==> config.mk <==
export PLATFORM = sky130hd
export DESIGN_NAME = rp_8bit_io_timer
export DESIGN_NICKNAME = d
export VERILOG_FILES = /design/src/rtl/rp_8bit_io_timer.sv
export SDC_FILE = /design/constraint.sdc
export NUM_CORES = 1
export LEC_CHECK = 0
export BUFFER_PORTS_ARGS = -buffer_cell sky130_fd_sc_hd__buf_2
export CAP_MARGIN = 20
export CORE_UTILIZATION = 45
export DETAILED_ROUTE_END_ITERATION = 10
export PLACE_DENSITY_LB_ADDON = 0.3
export RECOVER_POWER = 50
export SLEW_MARGIN = 5
export SYNTH_ARGS = -nofsm -noshare
export SYNTH_HDL_FRONTEND = slang
export SYNTH_SLANG_ARGS = --single-unit
==> constraint.sdc <==
create_clock -name clk -period 3.7 [get_ports clk]
set_input_delay 0.925 -clock clk [delete_from_list [all_inputs] [get_ports clk]]
set_output_delay 0.925 -clock clk [all_outputs]
set_load 0.01 [all_outputs]
==> src/rtl/rp_8bit_io_timer.sv <==
// 8-bit timer/counter on the rp_8bit I/O bus: prescaler, TCNT, compare unit,
// overflow/compare flags with interrupt requests and a compare-toggle pin.
module rp_8bit_io_timer #(
  parameter logic [5:0]  BAS = 6'h30,
  parameter int unsigned PSW = 10
) (
  input  logic       clk,
  input  logic       rst,
  input  logic       io_wen,
  input  logic       io_ren,
  input  logic [5:0] io_adr,
  input  logic [7:0] io_wdt,
  input  logic [7:0] io_msk,
  output logic [7:0] io_rdt,
  output logic [1:0] irq_req,
  input  logic [1:0] irq_ack,
  output logic       tmr_oc
);

  localparam logic [5:0] OffTccr  = 6'd0;
  localparam logic [5:0] OffTcnt  = 6'd1;
  localparam logic [5:0] OffOcr   = 6'd2;
  localparam logic [5:0] OffTifr  = 6'd3;
  localparam logic [5:0] OffTimsk = 6'd4;

  logic [4:0]     tccr_q, tccr_d;
  logic [7:0]     tcnt_q, tcnt_d;
  logic [7:0]     ocr_q, ocr_d;
  logic [1:0]     tifr_q, tifr_d;
  logic [1:0]     timsk_q, timsk_d;
  logic [PSW-1:0] psc_q, psc_d;
  logic [7:0]     rdt_q, rdt_d;
  logic           oc_q, oc_d;

  logic [5:0]     off;
  logic           hit;
  logic           wr_tccr, wr_tcnt, wr_ocr, wr_tifr, wr_timsk;
  logic [2:0]     cs;
  logic           ctc, com;
  logic           run;
  logic [PSW-1:0] psc_mask;
  logic           tick;
  logic           tov_set, ocf_set;
  logic [1:0]     w1c;

  assign off      = io_adr - BAS;
  assign hit      = (io_adr >= BAS) && (off < 6'd5);
  assign wr_tccr  = io_wen && hit && (off == OffTccr);
  assign wr_tcnt  = io_wen && hit && (off == OffTcnt);
  assign wr_ocr   = io_wen && hit && (off == OffOcr);
  assign wr_tifr  = io_wen && hit && (off == OffTifr);
  assign wr_timsk = io_wen && hit && (off == OffTimsk);

  assign cs  = tccr_q[2:0];
  assign ctc = tccr_q[3];
  assign com = tccr_q[4];

  // Clock-select decode: mask is div-1, run is low for stop codes.
  always_comb begin
    run      = 1'b1;
    psc_mask = '0;
    case (cs)
      3'd1:    psc_mask = '0;
      3'd2:    psc_mask = PSW'(32'd7);
      3'd3:    psc_mask = PSW'(32'd63);
      3'd4:    psc_mask = PSW'(32'd255);
      3'd5:    psc_mask = PSW'(32'd1023);
      default: run      = 1'b0;
    endcase
  end

  assign tick  = run && ((psc_q & psc_mask) == psc_mask);
  assign psc_d = run ? psc_q + PSW'(1) : '0;

  // Counter next state; a CPU write to TCNT suppresses the tick entirely.
  always_comb begin
    tcnt_d  = tcnt_q;
    tov_set = 1'b0;
    ocf_set = 1'b0;
    if (wr_tcnt) begin
      tcnt_d = (io_wdt & io_msk) | (tcnt_q & ~io_msk);
    end else if (tick) begin
      if (ctc && (tcnt_q == ocr_q)) begin
        tcnt_d  = 8'h00;
        ocf_set = 1'b1;
        tov_set = (ocr_q == 8'hFF);
      end else if (tcnt_q == 8'hFF) begin
        tcnt_d  = 8'h00;
        tov_set = 1'b1;
        ocf_set = (ocr_q == 8'hFF);
      end else begin
        tcnt_d  = tcnt_q + 8'd1;
        ocf_set = (tcnt_q == ocr_q);
      end
    end
  end

  assign oc_d = oc_q ^ (ocf_set & com);

  // Hardware set dominates; ack and W1C both clear.
  assign w1c    = wr_tifr ? (io_wdt[1:0] & io_msk[1:0]) : 2'b00;
  assign tifr_d = {ocf_set, tov_set} | (tifr_q & ~irq_ack & ~w1c);

  assign tccr_d  = wr_tccr ? ((io_wdt[4:0] & io_msk[4:0]) | (tccr_q & ~io_msk[4:0])) : tccr_q;
  assign ocr_d   = wr_ocr ? ((io_wdt & io_msk) | (ocr_q & ~io_msk)) : ocr_q;
  assign timsk_d = wr_timsk ? ((io_wdt[1:0] & io_msk[1:0]) | (timsk_q & ~io_msk[1:0]))
                            : timsk_q;

  always_comb begin
    rdt_d = 8'h00;
    if (io_ren && hit) begin
      case (off)
        OffTccr:  rdt_d = {3'b000, tccr_q};
        OffTcnt:  rdt_d = tcnt_q;
        OffOcr:   rdt_d = ocr_q;
        OffTifr:  rdt_d = {6'b000000, tifr_q};
        OffTimsk: rdt_d = {6'b000000, timsk_q};
        default:  rdt_d = 8'h00;
      endcase
    end
  end

  always_ff @(posedge clk or posedge rst) begin
    if (rst) begin
      tccr_q  <= '0;
      tcnt_q  <= '0;
      ocr_q   <= '0;
      tifr_q  <= '0;
      timsk_q <= '0;
      psc_q   <= '0;
      rdt_q   <= '0;
      oc_q    <= 1'b0;
    end else begin
      tccr_q  <= tccr_d;
      tcnt_q  <= tcnt_d;
      ocr_q   <= ocr_d;
      tifr_q  <= tifr_d;
      timsk_q <= timsk_d;
      psc_q   <= psc_d;
      rdt_q   <= rdt_d;
      oc_q    <= oc_d;
    end
  end

  assign io_rdt  = rdt_q;
  assign irq_req = tifr_q & timsk_q;
  assign tmr_oc  = oc_q;

endmodule
==> results.sh, run 1 <==
export IMPL_outcome="complete, no violations"
export IMPL_overflow=0
export IMPL_tritoncts="built"
export IMPL_n_antenna_cell=0
export IMPL_port_buffers=38
export IMPL_ys_seq_area_frac=0.450
export IMPL_p_per_area_mw_per_mm2=358
export IMPL_grt_util_all_layers=0.214
export IMPL_postCtsSetupRepairBufs=0
export IMPL_synthArstFlopShare=1.00
export IMPL_drv_slew=0
export IMPL_worst_setup_path_end_kind="flip-flop"
export IMPL_vias=2010
export IMPL_synth_cells=252
export IMPL_antenna_found_initial=0
export IMPL_die_w_um=75.7
export IMPL_syn_area_per_cell_um2=9.71
export IMPL_rows=26
export IMPL_yosys_warnings=0
export IMPL_yosys_top_cells_area="dfrtp_1, mux2_2, nand2_1"
export IMPL_grt_pass1_wl_um=8980
export IMPL_grt_pass1_vias=1867
export IMPL_p_leak_nw=1.26
export IMPL_synth_top_cell_area_share=0.450
export IMPL_htreeDepth=2
export IMPL_syn_nets=282
export IMPL_rsz0062_at_grt="false"
export IMPL_slew_limit_headroom=0.0568
export IMPL_critPathMaxFanout=10
export IMPL_totalWireLength_um=5560
export IMPL_max_freq_mhz=427
export IMPL_crit_type="in2reg"
export IMPL_die_height_um=75.7
export IMPL_synthesis_area_mm2=0.00245
export IMPL_cp_start_kind="input port"
export IMPL_stdcell_area_mm2=0.00279
export IMPL_crit_start="io_adr[3]"
export IMPL_ys_seq_elements=44
export IMPL_worstReg2RegStart="psc_q[2]"
export IMPL_fin_crit_sh=0.634
export IMPL_hold_viol=0
export IMPL_peakVddDrop_mv=0.171
export IMPL_ios=39
export IMPL_cts_inserted_buffers=5
export IMPL_arrival_ps=2520
export IMPL_initialDrtViolationCount=141
export IMPL_cts_resized=0
export IMPL_maxCapViolations=0
export IMPL_r2r_cells=6
export IMPL_dp_hpwl_um=4090
export IMPL_syn2layout_area_growth_pct=14.1
export IMPL_clock_latency_ps=290
export IMPL_grt_max_degree=28
export IMPL_worstPathRequired_ps=3870
export IMPL_cts_buffer_depth=2
export IMPL_clock_sinks=44
export IMPL_drive_gt1_frac=0.253
export IMPL_fin_skew_ps=5.12
export IMPL_placed_area_mm2=0.00270
export IMPL_first_pass_iters=4
export IMPL_start_util=0.473
export IMPL_rrSetupSlack_ps=1590
export IMPL_synth_largest_area_cell="dfrtp_1"
export IMPL_die_area_mm2=0.00574
export IMPL_finalSetupViolCount=0
export IMPL_nets=322
export IMPL_post_route_min_period_ps=2340
export IMPL_drt_vias_per_instance=5.54
export IMPL_ys_flop_type="dfrtp_1"
export IMPL_ant_nets=0
export IMPL_synth_edf_count=0
export IMPL_cts_root_buf="clkbuf_8"
export IMPL_ctsHoldBuffers=0
export IMPL_min_path_type="reg2reg"
export IMPL_routedWlPerCell_um=15.3
export IMPL_clkSlewWorstSetupHoldPaths_ps=80
export IMPL_routabilityCongestion=0.925
export IMPL_remaining_drc_errors=0
export IMPL_finalSetupTns_ps=0
export IMPL_core_area_mm2=0.00517
export IMPL_tightestPinTransition_ps=1410
export IMPL_synth_cell_types=47
-- report_power, final --
part	internal [mW]	switching, mW	total, mW
combinational	0.0598	0.0705	0.130
sequential	0.508	0.0473	0.555
clock	0.152	0.162	0.314
-- critical path, cell delays in order --
cell	delay, ps
buf_2	100
and4b_1	310
nand2b_2	120
nor3_2	410
buf_4	250
nand2_1	60
a31oi_1	210
o211ai_2	120
-- metal layers --
layer,global-route usage,routed length [um],vias up
li1,-,-,972
met1,0.285,2590,951
met2,0.330,2550,72
met3,0.0437,251,15
met4,0.105,169,0
met5,0,0,-
-- cell families after synthesis --
kind of cell | Yosys count | share of synthesized area
flops | 44 | 0.450
fa+ha+maj | 2 | 0.0102
simple gates | 120 | 0.253
xor+xnor | 17 | 0.0608
mux | 21 | 0.104
buf+inv | 16 | 0.0307
compound gates | 32 | 0.0910
-- how the worst min path moves through the flow --
stage	cells after the start	end	startpoint	slack, ps
2_1_floorplan	1	psc_q[0]	psc_q[0]	480
3_3_place_gp	1	tmr_oc	tmr_oc	460
3_5_place_dp	1	tmr_oc	tmr_oc	460
4_1_cts	1	tmr_oc	tmr_oc	480
5_1_grt	1	tmr_oc	tmr_oc	500
6_report	1	tmr_oc	tmr_oc	470
-- final cells by class --
cell class,count,area [um^2]
clock buffer,7,86.3
clock inverter,1,7.51
fill,487,2380
inverter,8,30.0
multi-input combinational,192,1270
sequential,44,1100
tap,70,87.6
timing repair buffer,41,209
-- cells in the mapped netlist (5+ instances only) --
library cell   n
nor2_1        29
o21ai_0        5
nand3_1       17
xor2_1        13
inv_1          8
dfrtp_1       44
a21oi_1       10
mux2_2        16
nand2_1       32
nand4_1        7
-- stage by stage --
| stage | hold WS (ps) | setup WS [ps] | cells | util | power (mW) |
|---|---|---|---|---|---|
| 2_1_floorplan | 484 | 1400 | 252 | - | 0.639 |
| 5_1_grt | 503 | 980 | 363 | 0.540 | 1.05 |
| 6_report | 475 | 1360 | 363 | 0.540 | 0.999 |
| 3_3_place_gp | 459 | 1100 | 355 | 0.522 | 0.691 |
| 4_1_cts | 483 | 1360 | 363 | 0.541 | 1.01 |
| 3_5_place_dp | 459 | 1090 | 355 | 0.522 | 0.693 |
-- layout by cell type, fill, tap and decap left out, types with 3 or more instances in the layout --
| cell | synthesis | final |
|---|---|---|
| mux2_2 | 16 | 15 |
| nor2b_1 | 3 | 3 |
| nor2_1 | 29 | 29 |
| nand2b_1 | 4 | 4 |
| nor4_1 | 4 | 4 |
| inv_1 | 8 | 7 |
| nand4_1 | 7 | 7 |
| xor2_1 | 13 | 13 |
| buf_2 | 3 | 38 |
| mux2i_1 | 3 | 3 |
| and3_1 | 4 | 4 |
| nand3b_1 | 3 | 3 |
| xnor2_1 | 4 | 4 |
| dfrtp_1 | 44 | 44 |
| a22oi_1 | 3 | 3 |
| nand4b_1 | 3 | 3 |
| nand2_1 | 32 | 32 |
| o211ai_1 | 4 | 4 |
| nand3_1 | 17 | 17 |
| clkbuf_8 | 0 | 6 |
| o21ai_0 | 5 | 5 |
| a31oi_1 | 3 | 3 |
| a21oi_1 | 10 | 10 |
Power figures use the tool's default switching activity.
==> run 2: changes to the inputs <==
Settings changed: ABC_AREA set to 1.
Clock period 3.7 ns to 2 ns, I/O delays scaled along.
==> results.sh, run 2 <==
export IMPL_synth_cell_types=30
export IMPL_n_antenna_cell=0
export IMPL_cp_slowest_cell="nor2_4"
export IMPL_yosys_warnings=0
export IMPL_syn2layout_area_growth_pct=13.5
export IMPL_synthArstFlopShare=1.00
export IMPL_drv_slew=0
export IMPL_critPathMaxFanout=10
export IMPL_die_w_um=78.5
export IMPL_synthTopCellsByCount="nand2_1, inv_1, dfrtp_1"
export IMPL_routabilityCongestion=0.865
export IMPL_tightestPinTransition_ps=1100
export IMPL_cts_buffer_depth=2
export IMPL_totalWireLength_um=6400
export IMPL_synthesis_area_mm2=0.00263
export IMPL_core_area_mm2=0.00557
export IMPL_arrival_ps=1970
export IMPL_min_delay_start="io_wdt[7]"
export IMPL_syn_nets=396
export IMPL_post_route_min_period_ps=1790
export IMPL_cts_inserted_buffers=5
export IMPL_first_pass_iters=4
export IMPL_grt_max_degree=45
export IMPL_path_delay_family="simple AND/OR/NAND/NOR gates"
export IMPL_yosysMostFrequentCell="nand2_1"
export IMPL_min_path_type="in2reg"
export IMPL_critical_path_depth=6
export IMPL_slew_limit_headroom=0.269
export IMPL_place_ws_ps=68.9
export IMPL_fin_skew_ps=6.01
export IMPL_synth_top_cell_area_share=0.418
export IMPL_multi_input_area_mm2=0.00128
export IMPL_maxCapViolations=0
export IMPL_cts_resized=0
export IMPL_placed_cells=475
export IMPL_synth_largest_area_cell="dfrtp_1"
export IMPL_grt_util_all_layers=0.231
export IMPL_rrSetupSlack_ps=370
export IMPL_tritoncts="built"
export IMPL_rsz0062_at_grt="false"
export IMPL_r2r_cells=10
export IMPL_die_height_um=78.5
export IMPL_vias=2467
export IMPL_hold_viol=0
export IMPL_cp_start_kind="input port"
export IMPL_seqCellArea_mm2=0.00110
export IMPL_max_freq_mhz=558
export IMPL_synth_edf_count=0
export IMPL_ys_seq_area_frac=0.418
export IMPL_p_leak_nw=1.57
export IMPL_postCtsSetupRepairBufs=0
export IMPL_worst_setup_path_end_kind="flip-flop"
export IMPL_crit_type="in2reg"
export IMPL_grt_pass1_vias=2416
export IMPL_power_total_mw=2.11
export IMPL_peakVddDrop_mv=0.300
export IMPL_post_route_util=0.536
export IMPL_clock_latency_ps=290
export IMPL_port_buffers=38
export IMPL_setup_slack_ps=208
export IMPL_dp_hpwl_um=4810
export IMPL_remaining_drc_errors=0
export IMPL_path_cells="buf_2 -> nor2_1 -> nand4_1 -> nor2_4 -> nand2_1 -> mux2_1"
export IMPL_yosys_top_cells_area="dfrtp_1, nand2_1, inv_1"
export IMPL_ios=39
export IMPL_clkSlewWorstSetupHoldPaths_ps=80
export IMPL_syn_area_per_cell_um2=7.20
export IMPL_hold_depth=2
export IMPL_crit_path_max_incr_delay_ps=380
export IMPL_p_per_area_mw_per_mm2=705
export IMPL_ys_flop_type="dfrtp_1"
export IMPL_finalSetupViolCount=0
export IMPL_ctsHoldBuffers=0
export IMPL_outcome="complete, no violations"
export IMPL_ys_seq_elements=44
export IMPL_drive_gt1_frac=0.156
export IMPL_layout_commonest_cell="nand2_1"
export IMPL_drt_vias_per_instance=5.13
export IMPL_rows=27
export IMPL_clock_sinks=44
export IMPL_finalSetupTns_ps=0
export IMPL_grt_pass1_wl_um=11100
export IMPL_initialDrtViolationCount=153
export IMPL_cts_root_buf="clkbuf_8"
export IMPL_rr_endpoint="tmr_oc"
export IMPL_layout_common_cells="nand2_1, inv_1, dfrtp_1"
export IMPL_antenna_found_initial=0
export IMPL_ant_nets=0
export IMPL_fillers=546
export IMPL_synth_cells=366
export IMPL_overflow=0
export IMPL_htreeDepth=2
export IMPL_routedWlPerCell_um=13.3
export IMPL_worstPathRequired_ps=2180
export IMPL_die_area_mm2=0.00616
export IMPL_fin_cells=481
export IMPL_start_util=0.473
export IMPL_fin_crit_sh=0.896
export IMPL_nets=440
export IMPL_path_buf_inv=1
run 2: cells by family after synthesis:
kind of cell / synth area share
XOR/XNOR: 0.0299
AO/OA/AOI/OAI: 0.101
buffers and inverters: 0.0893
multiplexers: 0.00428
AND/OR/NAND/NOR: 0.348
adder cells (fa/ha/maj): 0.00950
flip-flops: 0.418
run 2: how the worst max path moves through the flow:
stage              start   endpoint
5_1_grt        io_adr[3]  flip-flop
6_report       io_adr[2]  flip-flop
4_1_cts        io_adr[3]  flip-flop
3_3_place_gp   io_adr[0]  flip-flop
3_5_place_dp   io_adr[3]  flip-flop
2_1_floorplan  io_adr[5]  flip-flop
run 2: layout make-up:
cell class	count	area share
Multi-Input combinational cell	263	0.429
Sequential cell	44	0.368
Timing Repair Buffer	41	0.0703
Inverter	55	0.0690
Tap cell	72	0.0301
Clock buffer	5	0.0230
Clock inverter	1	0.0100
run 2: metrics by stage:
stage / area, um^2 / hold WS, ps
finish: 2990 / 435
global route: 2990 / 424
CTS: 3010 / 352
detailed placement: 2910 / 488
global placement: 2910 / 474
floorplan: 2630 / 455
run 2: routing by layer:
layer	vias to the layer above	routed length (um)	track usage
met5	-	0	0
met2	66	3060	0.383
met1	1138	2950	0.307
met3	6	336	0.0453
li1	1257	-	-
met4	0	49	0.0574
run 2: report_power, final:
group	total (mW)	internal (mW)	switching (mW)
combinational	0.396	0.161	0.234
sequential	1.06	0.949	0.115
clock	0.647	0.359	0.289
total	2.11	1.47	0.638
run 2: worst reg2reg max path: stages, from the launching register on:
cell and delay, ps:
dfrtp_1 450, ha_1 230, nand2_1 60, nor2_1 160, nand2_1 120, inv_1 150, nand2_1 70, nand2_1 100
nand3_1 70, nand2_1 60, nand2_1 50
